## src/rtl/fetch_prefetch_unit.sv

```systemverilog
// Instruction fetch unit: issues word addresses to instruction memory under a
// credit scheme and buffers returned {pc, inst} pairs in a small FIFO for decode.
module fetch_prefetch_unit #(
   parameter int                    ADDR_WIDTH = 16,
   parameter int                    DATA_WIDTH = 32,
   parameter int                    DEPTH      = 4,
   parameter logic [ADDR_WIDTH-1:0] RESET_PC   = '0
) (
   input  logic                  clk,
   input  logic                  rst_n,
   input  logic                  stall,
   input  logic                  redirect,
   input  logic [ADDR_WIDTH-1:0] redirect_pc,
   output logic                  imem_req_valid,
   input  logic                  imem_req_ready,
   output logic [ADDR_WIDTH-1:0] imem_req_addr,
   input  logic                  imem_resp_valid,
   input  logic [DATA_WIDTH-1:0] imem_resp_data,
   output logic                  out_valid,
   input  logic                  out_ready,
   output logic [ADDR_WIDTH-1:0] out_pc,
   output logic [DATA_WIDTH-1:0] out_inst,
   output logic [ADDR_WIDTH-1:0] pc
);

   localparam int PTR_W = $clog2(DEPTH);
   localparam int CNT_W = $clog2(DEPTH + 1);

   logic [ADDR_WIDTH-1:0] fetch_pc;
   logic [ADDR_WIDTH-1:0] resp_pc;
   logic [CNT_W-1:0]      count, count_nxt;
   logic [CNT_W-1:0]      outstanding, outstanding_nxt;
   logic [CNT_W-1:0]      discard, discard_nxt;
   logic [PTR_W-1:0]      wr_ptr, rd_ptr;
   logic [ADDR_WIDTH-1:0] pc_mem   [DEPTH];
   logic [DATA_WIDTH-1:0] inst_mem [DEPTH];

   logic             credit;
   logic [CNT_W:0]   in_use;
   logic             req_fire;
   logic             resp_take;
   logic             drop;
   logic             push;
   logic             pop;

   // Slots already promised (buffered + in flight) must stay below DEPTH so
   // every response is guaranteed a FIFO entry without back-pressure.
   assign in_use    = {1'b0, count} + {1'b0, outstanding};
   assign credit    = in_use < (CNT_W + 1)'(DEPTH);

   assign imem_req_valid = rst_n & ~stall & ~redirect & credit;
   assign imem_req_addr  = fetch_pc;
   assign pc             = fetch_pc;
   assign req_fire       = imem_req_valid & imem_req_ready;

   // A response with nothing outstanding is a protocol violation and is ignored.
   assign resp_take = imem_resp_valid & (outstanding != '0);
   assign drop      = resp_take & (discard != '0);
   assign push      = resp_take & (discard == '0) & ~redirect;

   assign out_valid = rst_n & (count != '0);
   assign out_pc    = pc_mem[rd_ptr];
   assign out_inst  = inst_mem[rd_ptr];
   assign pop       = out_valid & out_ready & ~redirect;

   always_comb begin
      // NOTE: every always_comb output gets a default first, so no path can
      // leave it unassigned and infer a latch.
      outstanding_nxt = outstanding + CNT_W'(req_fire) - CNT_W'(resp_take);
      count_nxt       = count;
      discard_nxt     = discard;
      if (redirect) begin
         count_nxt   = '0;
         discard_nxt = outstanding - CNT_W'(resp_take);
      end else begin
         if (push && !pop)
            count_nxt = count + CNT_W'(1);
         else if (!push && pop)
            count_nxt = count - CNT_W'(1);
         if (drop)
            discard_nxt = discard - CNT_W'(1);
      end
   end

   // NOTE: sequential state uses non-blocking assignments so every register
   // samples the pre-edge value of its neighbours.
   always_ff @(posedge clk) begin
      if (!rst_n) begin
         fetch_pc    <= RESET_PC;
         resp_pc     <= RESET_PC;
         count       <= '0;
         outstanding <= '0;
         discard     <= '0;
         wr_ptr      <= '0;
         rd_ptr      <= '0;
      end else begin
         count       <= count_nxt;
         outstanding <= outstanding_nxt;
         discard     <= discard_nxt;
         if (redirect) begin
            fetch_pc <= redirect_pc;
            resp_pc  <= redirect_pc;
            wr_ptr   <= '0;
            rd_ptr   <= '0;
         end else begin
            if (req_fire)
               fetch_pc <= fetch_pc + ADDR_WIDTH'(1);
            if (push) begin
               resp_pc <= resp_pc + ADDR_WIDTH'(1);
               wr_ptr  <= wr_ptr + PTR_W'(1);
            end
            if (pop)
               rd_ptr <= rd_ptr + PTR_W'(1);
         end
      end
   end

   // NOTE: the storage array is deliberately not reset; out_valid masks any
   // stale contents, and resetting it would only cost flops.
   always_ff @(posedge clk) begin
      if (rst_n && push) begin
         pc_mem[wr_ptr]   <= resp_pc;
         inst_mem[wr_ptr] <= imem_resp_data;
      end
   end

endmodule
```

## config.mk

```make
export PLATFORM = sky130hd
export DESIGN_NAME = fetch_prefetch_unit
export DESIGN_NICKNAME = d
export VERILOG_FILES = /design/src/rtl/fetch_prefetch_unit.sv
export SDC_FILE = /design/constraint.sdc
export NUM_CORES = 1
export LEC_CHECK = 0
export CAP_MARGIN = 25
export CORE_MARGIN = 4
export CORE_UTILIZATION = 57
export DETAILED_ROUTE_END_ITERATION = 8
export MAX_ROUTING_LAYER = met4
export PLACE_DENSITY = 0.83
export SKIP_LAST_GASP = 1
export SYNTH_ARGS = -nofsm -noshare
export SYNTH_HDL_FRONTEND = slang
export SYNTH_SLANG_ARGS = --single-unit
```

## constraint.sdc

```tcl
create_clock -name clk -period 4.9 [get_ports clk]
set_input_delay 0.98 -clock clk [delete_from_list [all_inputs] [get_ports clk]]
set_output_delay 0.98 -clock clk [all_outputs]
set_load 0.005 [all_outputs]
```

Word level (Yosys, flattened, before mapping) --
Memory sizes are Yosys's and may differ from the RTL's. A register that Yosys moved wholly into a read port is not among the register bits. Cells that the tools add are included.
Word-level totals: register bits after elaboration 45, memory bits (writable) 192, bits of input ports 55, output and inout port bits 82, word-level logic and storage cells 63, memories 2
Memory list:
- inst_mem | depth 4, width 32, rd ports 1, clocked after Yosys merged registers in 1, wr ports 1, line 36 | logic [DATA_WIDTH-1:0] inst_mem [DEPTH];
- pc_mem | depth 4, width 16, rd ports 1, clocked after Yosys merged registers in 1, wr ports 1, line 35 | logic [ADDR_WIDTH-1:0] pc_mem [DEPTH];
Operators by class: $add $sub $neg 11, $lt $le $gt $ge 1, muxes and demuxes 14, bitwise logic cells 14, reductions and logical operators 14
Operators by type and width (number):
- 2-to-1 mux 16 bit | 4
- adder 16 x 1 -> 16 bit, second input constant | 2
- 2-to-1 mux 3 bit | 4
- AND 1 bit | 11
- nonzero test 3 bit | 3
- 2-to-1 mux 2 bit | 4
- nonzero test 2 bit | 4
- subtractor 3 x 1 -> 3 bit | 2
- subtractor 3 x 1 -> 3 bit, second input constant | 2
- adder 2 x 1 -> 2 bit, second input constant | 2
- adder 3 x 3 -> 4 bit | 1
- less-than comparator 4 x 3 -> 1 bit, second input constant | 1
- adder 3 x 1 -> 3 bit | 1
- adder 3 x 1 -> 3 bit, second input constant | 1
- logical AND 1 bit | 3
- logical NOT 3 bit | 1
- inverter 1 bit | 3
- logical NOT 1 bit | 2
- 2-to-1 mux 1 bit | 2
- OR reduction 2 bit | 1

Logic depth before layout (Yosys ltp) --
depth in word-level cells 8, gate-level depth with buffers 12, mapped depth without buffers 11

Least setup slack after synthesis --
No wires, ideal clock.
path kind input port to flip-flop, start point input port stall, end point register outstanding[2], library setup time 0.128 ns, data arrival time 3.115 ns, required time 4.772 ns, slack 1.657 ns, cell stages on the path 11, buffers on the path 1, path through nor4_1 and4_1 inv_1 clkbuf_1 ha_1 inv_1 ha_1 fa_1 xnor2_1 xnor2_1 nor2_1
On the way: cells in the longest elaborated chain, start to end 7
Ends and longest elaborated chain:
- start, declared | line 11 | input logic stall,
- inverter 1 bit | line 51 | assign imem_req_valid = rst_n & ~stall & ~redirect & credit;
- AND 1 bit (3 in a row) | line 51
- AND 1 bit | line 54 | assign req_fire = imem_req_valid & imem_req_ready;
- adder 3 x 1 -> 3 bit | line 69 | outstanding_nxt = outstanding + CNT_W'(req_fire) - CNT_W'(resp_take);
- subtractor 3 x 1 -> 3 bit | line 69
- end signal, assigned | line 98 | outstanding <= outstanding_nxt;
- end, declared | line 32 | logic [CNT_W-1:0] outstanding, outstanding_nxt;
No other way between the ends. A chain may end at the register's enable or synchronous reset.

Worst setup path in the final report --
start point input port stall, end point output port imem_req_valid
On the way: cells in the longest elaborated chain, start to end 4
Ends and longest elaborated chain:
- inverter 1 bit | line 51
- AND 1 bit (3 in a row) | line 51
- end, declared | line 14 | output logic imem_req_valid,
No other way between the ends.

==> results by group <==
Outcome
  – Status: finished, final reports clean

Synthesis
  – YS warnings: 0
  – Synth Cell Area: 9708 sq um
  – Synth async-reset ratio: 0%
  – Seq/Total Area, Yosys: 69.08%
  – Main synth FF type: edfxtp_1
  – EDFF count, synth: 192
  – Post-Syn Instances: 587
  – Mean post-synth cell area: 16.54 sq um
  – Synth cell types: 55
  – #FFs+latches synth: 239
  – Mapped Nets: 659

Cells and area
  – Post-layout util: 72.06%
  – Most common cell after layout, fill and taps aside: edfxtp_1
  – Synth-to-layout area growth: 23.53%
  – Commonest cells after routing, fill and taps aside: 192 x edfxtp_1, 136 x clkdlybuf4s50_1, 48 x mux4_2
  – Nets: 793
  – Layout cells sized above 1: 14.63%
  – Final Cell Area: 11990 sq um

STA
  – Slew margin rel.: 46.37%
  – Final Hold Viols: 0
  – Final setup violation count: 0
  – Setup TNS: 0 ns
  – Worst-Margin Slew: 0.8044 ns
  – Slew Viols, Final: 0
  – RSZ-0062 raised after global routing: no
  – FMAX: 264.9 MHz
  – Clock Skews: 0.01524 ns
  – Fraction of the cycle the final worst path needs: 77.03%
  – Final worst path period need: 3.775 ns
  – Final worst slack: 1.125 ns

Worst setup path
  – Worst Path Buf+Inv: 3
  – Crit Path Max Fanout: 5
  – RR Startpoint: outstanding[2]
  – Slowest cell delay on critical path: 0.51 ns
  – Critical path required time: 3.92 ns
  – CP Class: in2out
  – CP most frequent cell: clkdlybuf4s50_1
  – CP top delay family: buffers and inverters
  – CP max-delay cell: clkdlybuf4s50_1
  – CP Launch Point: stall
  – CP arrival: 2.79 ns
  – CP cell instances: clkdlybuf4s50_1 > nor4_1 > nand3_1 > inv_1 > clkdlybuf4s50_1
  – Startpoint class of the critical path: input pin
  – CP Capture Type: output pin

Floorplanning
  – Row count: 47
  – Die Width: 138.5 microns
  – Starting Density: 58.33%
  – IO Pins: 137
  – Die height: 138.5 microns
  – Die area: 19180 sq um
  – Core ar.: 16640 sq um

Route
  – DRC: 0
  – DR iter-0 viols: 519
  – Per-cell routed wire length: 23.92 microns
  – Total Wirelength: 22940 microns
  – Drt pass-1 iters: 5
  – Post-route ant nets: 0
  – Via-to-Cell Ratio: 6.200
  – Vias: 5946

GRT
  – Grt met1 use: 32.26%
  – GRT met3 Usage: 4.523%
  – Initial antenna violation count: 1
  – GR peak layer: met2
  – Largest net degree at the start of global routing: 49
  – Total congestion overflow: 0
  – First-pass GRT wire length: 35100 microns
  – Vias in the first global route: 6240
  – Met2 Track Usage GR: 37.98%
  – Tot GR Track Use: 23.83%

Worst hold path
  – Hold Path Origin: imem_req_addr[15]
  – Hold Path Class: reg2reg

Clocking
  – Root buf cell: clkbuf_16
  – Postcts setup bufs: 0
  – Max clock buf depth: 3
  – Num CTS Buffers: 23
  – H-tree levels: 1
  – TritonCTS clock tree: done
  – Post-cts sizing count: 0
  – Clock slew at reported path FFs: 0.06 ns
  – # hold bufs at CTS: 0
  – Clock Sinks: 239
  – Skew-Pair Late Insertion Delay: 0.51 ns

Power
  – Power per Cell Area: 378.0 nW/um^2
  – Total Power: 0.004533 W
  – Static leakage: 3.904 nW
  – VDD IR max: 0.2199 mV

Placement
  – Port Buffer Count: 136
  – Dpl hpwl: 13390 microns
  – Setup WS pre-CTS: 0.6419 ns
  – GPL Wtd Cong: 0.8651
  – Placed cell area: 11230 sq um

Flow run
  – Max Cap Viol: 0
## kinds of logic after synthesis
logic type / count (synthesis) / synth area share (%)
multiplexers: 51 / 11.44
AND/OR/NAND/NOR: 117 / 6.689
AO/OA/AOI/OAI: 89 / 6.135
adder cells (fa/ha/maj): 17 / 2.346
XOR/XNOR: 15 / 1.353
buffers and inverters: 59 / 2.951
flip-flops: 239 / 69.08
## through the flow
stage / instances / hold slack, ns
after floorplan: 587 / 0.4709
after global placement: 915 / 0.4884
after detailed placement: 915 / 0.4957
after CTS: 957 / 0.5074
after global routing: 959 / 0.5252
final: 959 / 0.5063
## cell type report
| type | count | area, sq um |
|---|---|---|
| repair buffers | 150 | 1486 |
| inverters | 18 | 67.56 |
| well taps | 220 | 275.3 |
| diodes | 1 | 2.502 |
| multi-input cells | 289 | 2720 |
| clock inverters | 11 | 93.84 |
| flip-flops and latches | 239 | 6711 |
| fillers | 998 | 4649 |
| clock buffers | 31 | 635.6 |
## tightest hold or removal path, stage by stage (launching register included)
cell      delay [ns]
dfxtp_1         0.34
nand2_1         0.07
o21bai_1        0.05
## state kept, by name (all words and copies together) (netlist names), 3 cells and up, named ones only
name,count
count,3
discard,3
imem_req_addr,16
inst_mem,128
outstanding,3
pc_mem,64
resp_pc,16
## power by group
| part | leakage, nW | switching [W] | internal (W) |
|---|---|---|---|
| clock | 0.353 | 0.000748 | 0.000970 |
| combinational | 1.42 | 0.000230 | 0.000251 |
| sequential | 2.13 | 0.0000711 | 0.00226 |
| total | 3.90 | 0.00105 | 0.00348 |
## metal layers
layer | vias up | routed length [microns] | part of all wire (%)
li1 | 2595 | - | -
met2 | 325 | 11360 | 49
met4 | 0 | 394 | 1.7
met5 | - | 0 | 0
met1 | 2997 | 9290 | 40
met3 | 29 | 1900 | 8.3
## worst paths after layout
path	end	slack (ns)	cells past startpoint
hold / removal	imem_req_addr[15]	0.51	2
setup reg to reg	outstanding[2]	1.32	11
hold reg to reg	imem_req_addr[15]	0.51	2
setup / recovery	imem_req_valid	1.13	5
## synthesized netlist by cell type, types with 4 or more instances
master / count / area share [%]
o21a_1: 4 / 0.31
or3_1: 8 / 0.52
nor2_1: 17 / 0.66
dfxtp_1: 47 / 9.7
mux4_2: 48 / 11
o21ai_0: 19 / 0.98
a21oi_1: 17 / 0.88
xnor2_1: 8 / 0.72
buf_2: 4 / 0.21
nor3_1: 5 / 0.26
inv_1: 18 / 0.70
nand3_1: 10 / 0.52
and3_1: 7 / 0.45
nand2_1: 30 / 1.2
a211oi_1: 5 / 0.39
nor4_1: 6 / 0.39
edfxtp_1: 192 / 59
and4_1: 7 / 0.63
xor2_1: 7 / 0.63
nand4_1: 8 / 0.52
buf_1: 5 / 0.19
clkbuf_1: 16 / 0.62
a31oi_1: 11 / 0.71
or4_1: 5 / 0.39
and2_1: 4 / 0.26
o22ai_1: 4 / 0.26
o31a_1: 5 / 0.45
ha_1: 15 / 1.9
buf_4: 16 / 1.2
No activity file was read; power rests on OpenSTA's default activity.
